==> config.mk <==
export PLATFORM = sky130hd
export DESIGN_NAME = flag_sequence_core
export DESIGN_NICKNAME = d
export VERILOG_FILES = /design/src/rtl/flag_sequence_core.sv
export SDC_FILE = /design/constraint.sdc
export NUM_CORES = 1
export LEC_CHECK = 0
export ABC_CLOCK_PERIOD_IN_PS = 4750
export BUFFER_PORTS_ARGS = -buffer_cell sky130_fd_sc_hd__buf_2
export CAP_MARGIN = 0
export CORE_MARGIN = 4
export CORE_UTILIZATION = 58
export DETAILED_ROUTE_END_ITERATION = 10
export PLACE_DENSITY = 0.8
export RECOVER_POWER = 50
export SLEW_MARGIN = 20
export SYNTH_ARGS = -nofsm -noshare
export SYNTH_HDL_FRONTEND = slang
export SYNTH_SLANG_ARGS = --single-unit
==> constraint.sdc <==
create_clock -name Clock -period 4.75 [get_ports Clock]
set_input_delay 0.7125 -clock Clock [delete_from_list [all_inputs] [get_ports Clock]]
set_output_delay 0.7125 -clock Clock [all_outputs]
set_load 0.005 [all_outputs]
==> src/rtl/flag_sequence_core.sv <==
// Semaphore memory-game core: LFSR flag sequence, show/play phases, score, lives, pause, quit.
// Define FLAG_SPEEDUP_EN to shorten the step period as the score rises.
module flag_sequence_core #(
    parameter int DIRW     = 2,
    parameter int TPERF    = 50000000,
    parameter int TICKW    = 26,
    parameter int MAXLIVES = 3,
    parameter int SCOREW   = 10
) (
    input  logic                   Clock,
    input  logic                   Reset,
    input  logic                   Enable,
    input  logic [15:0]            Rand,
    input  logic [(1<<DIRW)-1:0]   Buttons,
    input  logic                   Esc,
    input  logic                   Enter,
    output logic [SCOREW-1:0]      Score,
    output logic [2:0]             Lives,
    output logic                   Turn,
    output logic [DIRW-1:0]        ShowDir,
    output logic                   ShowOn,
    output logic                   Corpse,
    output logic [TICKW-1:0]       Ticks,
    output logic                   Quit
);

    localparam int NDIR = 1 << DIRW;

    typedef enum logic [2:0] {IDLE, SHOW, PLAY, PAUSE, DEAD, OVER} state_t;

    state_t             state;
    state_t             prior;
    logic [15:0]        seed;
    logic [15:0]        curr;
    logic [15:0]        lfsr_next;
    logic [15:0]        rand_seed;
    logic [DIRW-1:0]    fb;
    logic [SCOREW-1:0]  len;
    logic [SCOREW-1:0]  moves;
    logic [TICKW-1:0]   period;
    logic [TICKW-1:0]   last_tick;
    logic [TICKW-1:0]   gap;
    logic [NDIR-1:0]    btn_q;
    logic [NDIR-1:0]    btn_prev;
    logic [NDIR-1:0]    rise;
    logic [DIRW-1:0]    press_idx;
    logic               press;
    logic               hit;
    logic               timeout;
    logic [2:0]         lives_inc;

    assign rand_seed = (Rand == 16'h0000) ? 16'hACE1 : Rand;

    always_comb begin
        fb = '0;
        for (int i = 0; i < DIRW; i++)
            fb[i] = curr[i] ^ curr[i+1] ^ curr[i+4] ^ curr[i+6];
        lfsr_next = (curr >> DIRW) | (16'(fb) << (16 - DIRW));
    end

`ifdef FLAG_SPEEDUP_EN
    logic [3:0] level;
    assign level  = (Score > SCOREW'(15)) ? 4'd15 : Score[3:0];
    assign period = TICKW'(TPERF) - TICKW'(level) * TICKW'(TPERF >> 5);
`else
    assign period = TICKW'(TPERF);
`endif

    assign last_tick = period - TICKW'(1);
    assign gap       = period >> 2;

    // Buttons pass through one sync stage before edge detection
    assign rise = btn_q & ~btn_prev;
    assign press = $onehot(rise);

    always_comb begin
        press_idx = '0;
        for (int i = 0; i < NDIR; i++)
            if (rise[i])
                press_idx = DIRW'(i);
    end

    assign hit       = press && (press_idx == curr[DIRW-1:0]);
    assign timeout   = (ticks_ge_last());
    assign lives_inc = Lives + 3'd1;

    function automatic logic ticks_ge_last();
        return Ticks >= last_tick;
    endfunction

    assign ShowDir = curr[DIRW-1:0];
    assign ShowOn  = (state == SHOW) && (Ticks > gap);

    always_ff @(posedge Clock) begin
        if (Reset || !Enable) begin
            state    <= IDLE;
            prior    <= SHOW;
            seed     <= rand_seed;
            curr     <= rand_seed;
            len      <= '0;
            moves    <= '0;
            Score    <= '0;
            Lives    <= '0;
            Turn     <= 1'b0;
            Corpse   <= 1'b0;
            Ticks    <= '0;
            Quit     <= 1'b0;
            btn_q    <= '0;
            btn_prev <= '0;
        end else begin
            btn_q    <= Buttons;
            btn_prev <= btn_q;
            unique case (state)
                IDLE: begin
                    if (Esc)
                        Quit <= 1'b1;
                    else if (Enter) begin
                        state <= SHOW;
                        Ticks <= '0;
                    end
                end
                SHOW: begin
                    if (Esc) begin
                        state <= PAUSE;
                        prior <= SHOW;
                    end else if (timeout) begin
                        Ticks <= '0;
                        if (moves == len) begin
                            state <= PLAY;
                            Turn  <= 1'b1;
                            curr  <= seed;
                            moves <= '0;
                        end else begin
                            curr  <= lfsr_next;
                            moves <= moves + SCOREW'(1);
                        end
                    end else begin
                        Ticks <= Ticks + TICKW'(1);
                    end
                end
                PLAY: begin
                    if (Esc) begin
                        state <= PAUSE;
                        prior <= PLAY;
                    end else if (hit) begin
                        Ticks <= '0;
                        if (moves == len) begin
                            Score <= (Score == '1) ? Score : Score + SCOREW'(1);
                            len   <= (len == '1) ? len : len + SCOREW'(1);
                            curr  <= seed;
                            moves <= '0;
                            Turn  <= 1'b0;
                            state <= SHOW;
                        end else begin
                            curr  <= lfsr_next;
                            moves <= moves + SCOREW'(1);
                        end
                    end else if (press || timeout) begin
                        Lives  <= lives_inc;
                        len    <= '0;
                        moves  <= '0;
                        Turn   <= 1'b0;
                        Corpse <= 1'b1;
                        seed   <= rand_seed;
                        curr   <= rand_seed;
                        state  <= (lives_inc == 3'(MAXLIVES)) ? OVER : DEAD;
                    end else begin
                        Ticks <= Ticks + TICKW'(1);
                    end
                end
                PAUSE: begin
                    if (Esc)
                        Quit <= 1'b1;
                    else if (Enter)
                        state <= prior;
                end
                DEAD: begin
                    if (Esc)
                        Quit <= 1'b1;
                    else if (Enter) begin
                        Corpse <= 1'b0;
                        Ticks  <= '0;
                        state  <= SHOW;
                    end
                end
                OVER: begin
                    if (Esc || Enter)
                        Quit <= 1'b1;
                end
                default: state <= IDLE;
            endcase
        end
    end

endmodule

==> results.yml <==
finish:
  final_cell_mix: "dfxtp_1 (75), nor2_1 (74), a21oi_1 (47), nand2_1 (43), buf_2 (41)"
  area_delta_synth_final_pct: 10.4
  drive_above_1_share_pct: 10.6
  layout_commonest_cell: "dfxtp_1"
  n_antenna_cell: 0
  fin_area_um2: 5970
  final_nets: 697
sta:
  min_period_ps: 4020
  clock.fmax_mhz: 249
  hold_ws_ps: 467
  slew_headroom_pct: 39.2
  tns_ps: 0
  setup_viol: 0
  hold_viol_final: 0
  period_share_pct: 84.7
  tightest_slew_ps: 905
  clock_skew_ps: 16.7
  rsz0062_at_grt: "false"
  maxSlewViolCount: 0
detailed_routing:
  drc_errors: 0
  wl_um: 11700
  antenna_left: 0
  dr.pass1.iters: 4
  vias_per_cell: 5.86
  drt_iter0_markers: 211
  wl_per_cell_um: 15.1
  vias: 4541
critical_path:
  r2r-start: "btn_q[3]"
  crit_type: "flop to flop"
  crit_arrival_ps: 4330
  critPathCapture: "Ticks[21]"
  r2r_end: "Ticks[21]"
  worstSetupEndpointType: "flop"
  r2r_slack_ps: 730
  reg2reg_depth: 11
  worst_setup_path_start_kind: "flop"
  cp.required_ps: 5060
  worstSetupStartpoint: "btn_q[3]"
  crit_path_max_fanout: 14
die:
  fp.coreArea_um2: 8890
  dieWidth_um: 105
  initial_utilization_pct: 60.8
  die_h_um: 105
  std_cell_rows: 34
  fp.dieArea_um2: 10900
  ioPinCount: 70
global_routing:
  grt_pass1_wl_um: 20200
  grt_usage_pct: 21.7
  overflow: 0
  antenna_found_initial: 0
  grt_pass1_vias: 4391
  grt_start_max_net_pins: 29
logic_synthesis:
  synthAdderAreaFrac_pct: 2.45
  ys.flop_type: "dfxtp_1"
  synth_top_family_by_area: "simple AND/OR/NAND/NOR gates"
  synth_cell_types: 58
  synthXorXnorAreaFrac_pct: 7.61
  synth_warnings: 0
  syn_area_um2: 5410
  synth_top_area_share_pct: 27.8
  avgSynthCellArea_um2: 8.84
  synth-edff-count: 32
  synthArstFlopShare_pct: 0
  synth-seq-area-share_pct: 45.5
  muxShareOfSynthArea_pct: 2.98
  synthesis.nets: 647
  synth-simple-area-share_pct: 25.7
  synth-compound-area-share_pct: 11.9
  ys_ff_latch: 107
  syn_inst: 612
  yosysTopAreaCell: "dfxtp_1"
  synthTopCellsByArea: "dfxtp_1 (28%), edfxtp_1 (18%), xnor2_1 (6.3%)"
placement:
  port_buffers: 69
  dp.final_hpwl_um: 8430
  postPlaceCellArea_um2: 5810
  gp_congestion: 0.857
clock_network:
  clock-root-buffer: "clkbuf_8"
  clkTransAtPathRegs_ps: 100
  cts-resized-gates: 0
  post-cts-setup-buffer-count: 0
  htree_levels: 3
  cts_tree: "built"
  cts.sinks: 107
  cts-hold-fix-buffers: 0
  cts_buffers: 9
  clockBufferDepth: 2
  insertion_delay_ps: 370
power:
  ir_worst_vdd_mv: 0.155
  p_leak_nw: 2.15
  powerDensity_nw_per_um2: 281
min_path:
  hold_class: "flop to flop"
run:
  drv_cap: 0
run_status:
  outcome: "finished clean"
-- worst max-delay path, stage by stage, from the launching register on --
cell     delay [ps]
dfxtp_1         350
nor2b_1         260
fa_1            460
ha_1            210
ha_1            260
or3b_2          530
a31oi_4         150
buf_4           220
o31ai_2         200
or4_1           670
or4_1           510
a21oi_1         150
-- per-layer routing --
layer / wire length, µm / track usage [%] / vias up
met5: 0 / 0 / -
met4: 170 / 7.12 / 0
met3: 485 / 3.51 / 17
met2: 5910 / 38.4 / 105
met1: 5100 / 27.3 / 2154
li1: - / - / 2265
-- registers in the layout (all words and copies together) (netlist names) --
register and flops:
Turn 1, btn_q 4, Corpse 1, Ticks 26, state 3, Score 10, curr 16, len 10
seed 16, prior 2, moves 10, Lives 3, Quit 1, btn_prev 4
-- cell families after synthesis --
group	Yosys count
xor gates and xnor gates	47
muxes	16
AOI/OAI and AO/OA	105
buffers and inverters	52
and+or+nand+nor	275
DFF	107
adders and majority gates	10
-- cell usage after synthesis (all sizes together) (16+ instances only) --
master / instances
nand3: 36
or3: 16
o21ai: 22
edfxtp: 32
xnor2: 39
nor3: 25
nand2b: 17
nor2: 74
dfxtp: 75
a21oi: 47
clkbuf: 32
nor4: 17
nand2: 43
-- how the worst min path moves through the flow --
stage / start / endpoint / slack, ps / depth (start not counted)
5_1_grt: btn_q[2] / btn_prev[2] / 500 / 1
2_1_floorplan: btn_q[0] / btn_prev[0] / 420 / 1
3_5_place_dp: btn_q[1] / btn_prev[1] / 440 / 1
4_1_cts: btn_q[1] / btn_prev[1] / 470 / 1
6_report: btn_q[1] / btn_prev[1] / 470 / 1
3_3_place_gp: btn_q[0] / btn_prev[0] / 430 / 1
-- power by group --
group | leakage, nW | total (W) | internal (W) | switching (W)
clock | 0.0972 | 0.000572 | 0.000248 | 0.000324
sequential | 0.929 | 0.000985 | 0.000969 | 0.0000157
combinational | 1.12 | 0.000121 | 0.0000492 | 0.0000722
-- area by class of cell --
cell class                      count  area, µm²
Clock buffer                        9        124
Clock inverter                      7       73.8
Fill cell                         733       2920
Inverter                           15       56.3
Multi-Input combinational cell    453       2760
Sequential cell                   107       2460
Tap cell                          108        135
Timing Repair Buffer               76        363
-- through the flow --
stage	utilization (%)	setup WS, ps	power, W	std cells
2_1_floorplan	-	1130	0.00109	612
3_3_place_gp	65.4	869	0.00112	759
3_5_place_dp	65.4	748	0.00113	759
4_1_cts	67.6	727	0.00169	775
5_1_grt	67.2	497	0.00174	775
6_report	67.2	726	0.00168	775
(Power assumes the default switching activity.)
